`src/rtl/relu_stream_scheduler_pkg.sv`:
```
`default_nettype none
// ============================================================================
// Package : act_sched_pkg
// Brief   : Shared types and latency constants for the RELU stream scheduler.
// Rev     : 1.0
// ============================================================================
package act_sched_pkg;

    typedef enum logic [1:0] {
        IDLE  = 2'd0,
        RUN   = 2'd1,
        DRAIN = 2'd2,
        DONE  = 2'd3
    } sched_state_t;

    localparam int RELU_LAT = 1;
    // One register stage ahead of the RELU unit plus the unit itself.
    localparam int PIPE_LAT = RELU_LAT + 1;

endpackage
`default_nettype wire

```
`src/rtl/rr_arbiter.sv`:
```
`default_nettype none
// ============================================================================
// Module : rr_arbiter
// Brief  : Combinational round-robin arbiter; first requester at or after ptr.
// Rev    : 1.0
// ============================================================================
module rr_arbiter #(
    parameter int NUM_REQ = 4,
    parameter int ID_W    = $clog2(NUM_REQ)
) (
    input  logic [NUM_REQ-1:0] req,
    input  logic [ID_W-1:0]    ptr,
    output logic [NUM_REQ-1:0] gnt,
    output logic [ID_W-1:0]    gnt_idx
);

    logic [ID_W-1:0] w_cand [NUM_REQ];
    logic            w_found;

    // Candidate k is the k-th channel in circular order starting at ptr.
    generate
        for (genvar k = 0; k < NUM_REQ; k++) begin : g_cand
            assign w_cand[k] = ID_W'((int'(ptr) + k) % NUM_REQ);
        end
    endgenerate

    always_comb begin
        gnt     = '0;
        gnt_idx = '0;
        w_found = 1'b0;
        for (int k = 0; k < NUM_REQ; k++) begin
            if (!w_found && req[w_cand[k]]) begin
                w_found          = 1'b1;
                gnt[w_cand[k]]   = 1'b1;
                gnt_idx          = w_cand[k];
            end
        end
    end

endmodule
`default_nettype wire

```
`src/rtl/relu_stream_scheduler.sv`:
```
`default_nettype none
// ============================================================================
// Module : relu_stream_scheduler
// Brief  : Round-robin sharing of one RELU unit among producer channels, with
//          per-frame beat counting and an end-of-frame done pulse.
// Rev    : 1.0
// ============================================================================
module relu_stream_scheduler
    import act_sched_pkg::*;
#(
    parameter int NUM_REQ   = 4,
    parameter int DATA_W    = 20,
    parameter int FRAME_LEN = 784,
    parameter int ID_W      = $clog2(NUM_REQ)
) (
    input  logic                        clk,
    input  logic                        rst,
    input  logic                        start,
    input  logic [NUM_REQ-1:0]          req_valid,
    input  logic [NUM_REQ*DATA_W-1:0]   req_data,
    output logic [NUM_REQ-1:0]          req_ready,
    output logic [DATA_W-1:0]           relu_in,
    input  logic [DATA_W-1:0]           relu_out,
    output logic                        out_valid,
    output logic [DATA_W-1:0]           out_data,
    output logic [ID_W-1:0]             out_id,
    output logic                        busy,
    output logic                        done
);

    localparam int                 c_CNT_W     = $clog2(FRAME_LEN + 1);
    localparam logic [c_CNT_W-1:0] c_LAST_BEAT = c_CNT_W'(FRAME_LEN - 1);
    localparam logic [ID_W-1:0]    c_LAST_ID   = ID_W'(NUM_REQ - 1);

    sched_state_t          r_state;
    sched_state_t          w_state_nxt;
    logic [ID_W-1:0]       r_rr_ptr;
    logic [c_CNT_W-1:0]    r_beat_cnt;
    logic [DATA_W-1:0]     r_relu_in;
    logic [PIPE_LAT-1:0]   r_tag_vld;
    logic [ID_W-1:0]       r_tag_id [PIPE_LAT];
    logic [NUM_REQ-1:0]    w_gnt;
    logic [ID_W-1:0]       w_gnt_idx;
    logic [DATA_W-1:0]     w_chan_data [NUM_REQ];
    logic                  w_run;
    logic                  w_xfer;
    logic                  w_last;

    generate
        for (genvar i = 0; i < NUM_REQ; i++) begin : g_unpack
            assign w_chan_data[i] = req_data[i*DATA_W +: DATA_W];
        end
    endgenerate

    rr_arbiter #(
        .NUM_REQ (NUM_REQ),
        .ID_W    (ID_W)
    ) u_arb (
        .req     (req_valid),
        .ptr     (r_rr_ptr),
        .gnt     (w_gnt),
        .gnt_idx (w_gnt_idx)
    );

    assign w_run  = (r_state == RUN);
    assign w_xfer = w_run && (|req_valid);
    assign w_last = (r_beat_cnt == c_LAST_BEAT);

    always_ff @(posedge clk) begin
        if (rst) begin
            r_state <= IDLE;
        end else begin
            r_state <= w_state_nxt;
        end
    end

    always_comb begin
        w_state_nxt = r_state;
        req_ready   = '0;
        busy        = 1'b1;
        done        = 1'b0;
        case (r_state)
            IDLE: begin
                busy = 1'b0;
                if (start) begin
                    w_state_nxt = RUN;
                end
            end
            RUN: begin
                req_ready = w_gnt;
                if (w_xfer && w_last) begin
                    w_state_nxt = DRAIN;
                end
            end
            // Leave once the last beat has passed the RELU input register.
            DRAIN: begin
                if (!(|r_tag_vld[PIPE_LAT-2:0])) begin
                    w_state_nxt = DONE;
                end
            end
            DONE: begin
                done        = 1'b1;
                w_state_nxt = IDLE;
            end
            default: begin
                w_state_nxt = IDLE;
            end
        endcase
    end

    always_ff @(posedge clk) begin
        if (rst) begin
            r_rr_ptr   <= '0;
            r_beat_cnt <= '0;
            r_relu_in  <= '0;
        end else begin
            if ((r_state == IDLE) && start) begin
                r_beat_cnt <= '0;
            end
            if (w_xfer) begin
                r_relu_in  <= w_chan_data[w_gnt_idx];
                r_rr_ptr   <= (w_gnt_idx == c_LAST_ID) ? '0 : w_gnt_idx + ID_W'(1);
                r_beat_cnt <= r_beat_cnt + c_CNT_W'(1);
            end else begin
                r_relu_in  <= '0;
            end
        end
    end

    // Requester tags travel alongside the data so out_id lines up with relu_out.
    always_ff @(posedge clk) begin
        if (rst) begin
            r_tag_vld <= '0;
            for (int k = 0; k < PIPE_LAT; k++) begin
                r_tag_id[k] <= '0;
            end
        end else begin
            r_tag_vld   <= {r_tag_vld[PIPE_LAT-2:0], w_xfer};
            r_tag_id[0] <= w_xfer ? w_gnt_idx : '0;
            for (int k = 1; k < PIPE_LAT; k++) begin
                r_tag_id[k] <= r_tag_id[k-1];
            end
        end
    end

    assign relu_in   = r_relu_in;
    assign out_valid = r_tag_vld[PIPE_LAT-1];
    assign out_id    = r_tag_id[PIPE_LAT-1];
    assign out_data  = relu_out;

endmodule
`default_nettype wire

```
`config.mk`:
```
export PLATFORM = sky130hd
export DESIGN_NAME = relu_stream_scheduler
export DESIGN_NICKNAME = d
export VERILOG_FILES = /design/src/rtl/relu_stream_scheduler_pkg.sv /design/src/rtl/rr_arbiter.sv /design/src/rtl/relu_stream_scheduler.sv
export SDC_FILE = /design/constraint.sdc
export NUM_CORES = 1
export LEC_CHECK = 0
export BUFFER_PORTS_ARGS = -buffer_cell sky130_fd_sc_hd__buf_2
export CORE_UTILIZATION = 44
export CTS_CLUSTER_SIZE = 25
export DETAILED_ROUTE_END_ITERATION = 10
export MAX_ROUTING_LAYER = met4
export PLACE_DENSITY_LB_ADDON = 0.12
export SYNTH_ARGS = -nofsm -noshare
export SYNTH_HDL_FRONTEND = slang
export SYNTH_SLANG_ARGS = --single-unit
```
`constraint.sdc`:
```
create_clock -name clk -period 3.38 [get_ports clk]
set_clock_uncertainty 0.05 [all_clocks]
set_input_delay 0.169 -clock clk [delete_from_list [all_inputs] [get_ports clk]]
set_output_delay 0.169 -clock clk [all_outputs]
set_load 0.02 [all_outputs]
```
==> flow_summary.toml <==
[clock_tree]
clk_pin_slew_ps = 80
cts_setup_buffers = 0
cts_buffers = 5
cts_tree = "built"
cts_resized = 0
cts_max_level = 2
insertion_delay_ps = 290
cts_num_sinks = 40
clock_path_buffers = 2
cts_root_buf = "clkbuf_8"
cts_hold_buf = 0

[layout]
antenna_cells = 0
fillers = 562
final_common_cell = "buf_2"
num-nets-final = 485
final_cell_mix = "buf_2 (115), mux2i_1 (43), dfxtp_1 (40)"
drive_above_1_share_pct = 38.1
instances_no_fill = 437
synthToLayoutAreaGrowth_pct = 18.3

[global_route]
track_usage_pct = 20.4
grt_pass1_vias = 2096
antenna_found_initial = 0
grt_max_degree = 44
overflow = 0
grt_pass1_wl_um = 9720

[power_and_ir_drop]
internal_power_mw = 1.39
max-vdd-ir-drop_v = 0.000424
seqPwrFrac_pct = 24.7
p_sw_share_pct = 43.0
p_leak_nw = 1.61
clkPwrFrac_pct = 13.0
power_density_nw_per_um2 = 791
p_comb_share_pct = 62.3
p_switching_mw = 1.05

[synth]
syn_avg_cell_area_um2 = 9.34
synth_warnings = 0
syn_nets = 401
synth-seq-area-share_pct = 30.6
netlist_area_um2 = 2620
synthCells = 280
ys_types = 46
synth_seq_cells = 40

[floorplan]
row_count = 27
die_width_um = 79.1
ios = 156
die-area_um2 = 6260
start_util_pct = 46.6
coreArea_um2 = 5610
die_h_um = 79.1

[min_path]
hold_path_class = "input port to flip-flop"

[routing]
route.antenna.remaining_nets = 0
drtPass1Iterations = 4
first_iter_violations = 156
post-route-drc-count = 0
drt_wl_total_um = 6160
vias_per_cell = 5.22
via_count = 2283
wl_per_cell_um = 14.1

[timing]
fin_crit_sh_pct = 87.9
setup_viol = 0
period_minus_slack_ps = 2970
hold_viol_final = 0
slew_viol_final = 0
slew_headroom_pct = 43.9
final.setup.tns_ps = 0
tightest_slew_ps = 833
rsz0062_at_grt = "no"
fmax_ghz = 0.337

[setup_path]
ff2ff_setup_slack_ps = 550
startpoint_type = "flip-flop"
endpoint_kind = "output port"
path_buf_inv = 2
timing.critical_path.max_delay_family = "adder cells"
crit_fanout = 10
cpMaxStageDelayCell = "ha_1"
critPathKind = "flip-flop to output port"
crit_path_cell_trace = "inv_1 -> ha_1 -> mux4_2 -> nor3_1 -> a22o_1 -> o21a_1 -> buf_2"
crit_arrival_ps = 2750
critPathMaxStageDelay_ps = 500
cp.required_ps = 3160

[flow_run]
cap_violations = 0

[place]
post-place-cells = 429
port_buffers = 115
place_congestion = 0.803
post-dp-hpwl_um = 4530

[outcome]
status = "finished, final reports clean"
==> sequential cells by signal (all words and copies together) (netlist names) <==
signal,flops
relu_in,20
r_beat_cnt,10
r_tag_id,4
r_rr_ptr,2
r_state,2
r_tag_vld,2
==> tightest hold or removal path: stages <==
cell and delay [ps]:
buf_2 70, mux2i_1 50, o22ai_1 110
==> cells in the mapped netlist (all sizes together) <==
cell type,instances,area [um^2]
ha,14,175
o211a,1,10.0
or4,1,7.51
and3,2,12.5
mux2,8,93.8
buf,30,268
nor2,24,90.1
mux4,2,45.0
o41ai,2,25.0
a21oi,9,45.0
mux2i,43,430
o21a,4,30.0
or4b,1,10.0
clkbuf,12,46.3
a311oi,2,17.5
o21bai,1,7.51
a22o,4,35.0
or2,1,6.26
a21o,2,15.0
inv,8,30.0
xnor2,1,8.76
o211ai,1,7.51
dfxtp,40,801
and4b,1,10.0
a22oi,5,42.5
nand2,12,45.0
nor4,1,6.26
or3,1,6.26
o311a,1,10.0
a211oi,3,22.5
nor4b,1,8.76
nand3b,2,15.0
nor3,4,20.0
nand3,6,30.0
nand2b,1,6.26
o21ai,5,25.0
nor2b,4,25.0
o22ai,20,125
==> layout make-up <==
class / instances / area, um^2 / share of cell area (%)
repair buffers: 119 / 618 / 20.0
well taps: 72 / 90.1 / 2.91
multi-input cells: 190 / 1470 / 47.5
clock buffers: 7 / 76.3 / 2.47
clock inverters: 1 / 8.76 / 0.283
flip-flops and latches: 40 / 801 / 25.9
inverters: 8 / 30.0 / 0.970
==> power by group through the flow <==
stage | sequential [mW] | clock [mW] | combinational (mW)
floorplan | 0.697 | 0 | 1.32
global placement | 0.613 | 0 | 1.51
detailed placement | 0.614 | 0 | 1.53
CTS | 0.605 | 0.330 | 1.54
global route | 0.616 | 0.354 | 1.66
finish | 0.604 | 0.319 | 1.52
==> final timing paths <==
kind / to / depth (start not counted) / start
setup / recovery: req_ready[2] / 7 / r_rr_ptr[1]
hold / removal: relu_in[9] / 3 / req_data[69]
setup reg to reg: relu_in[17] / 8 / r_rr_ptr[1]
hold reg to reg: r_tag_id[0][2] / 1 / r_tag_id[0][0]
==> stage by stage <==
step / util, % / hold WS (ps) / area, um^2 / setup slack [ps] / total power, mW
floorplan: - / 289 / 2620 / 613 / 2.02
global route: 55.2 / 110 / 3090 / 169 / 2.63
CTS: 55.2 / 97.6 / 3090 / 417 / 2.47
detailed placement: 53.7 / 288 / 3010 / 564 / 2.14
finish: 55.2 / 104 / 3090 / 409 / 2.45
global placement: 53.7 / 288 / 3010 / 639 / 2.12
==> routing by layer <==
layer | vias up | track usage, % | part of all wire (%)
met5 | - | - | 0
met4 | 0 | 5.82 | 1.4
met3 | 15 | 6.44 | 8.0
met2 | 94 | 32.5 | 47
met1 | 1018 | 24.8 | 43
li1 | 1156 | - | -
==> cells by family (layout without fill, tap and decap cells) <==
logic type | Yosys count | after routing | share of synthesized area (%)
compound gates | 60 | 60 | 16.0
xor+xnor | 1 | 1 | 0.335
fa+ha+maj | 14 | 14 | 6.70
buf+inv | 50 | 135 | 13.2
flops | 40 | 40 | 30.6
mux | 53 | 53 | 21.8
simple gates | 62 | 62 | 11.4
(Power assumes the default switching activity.)
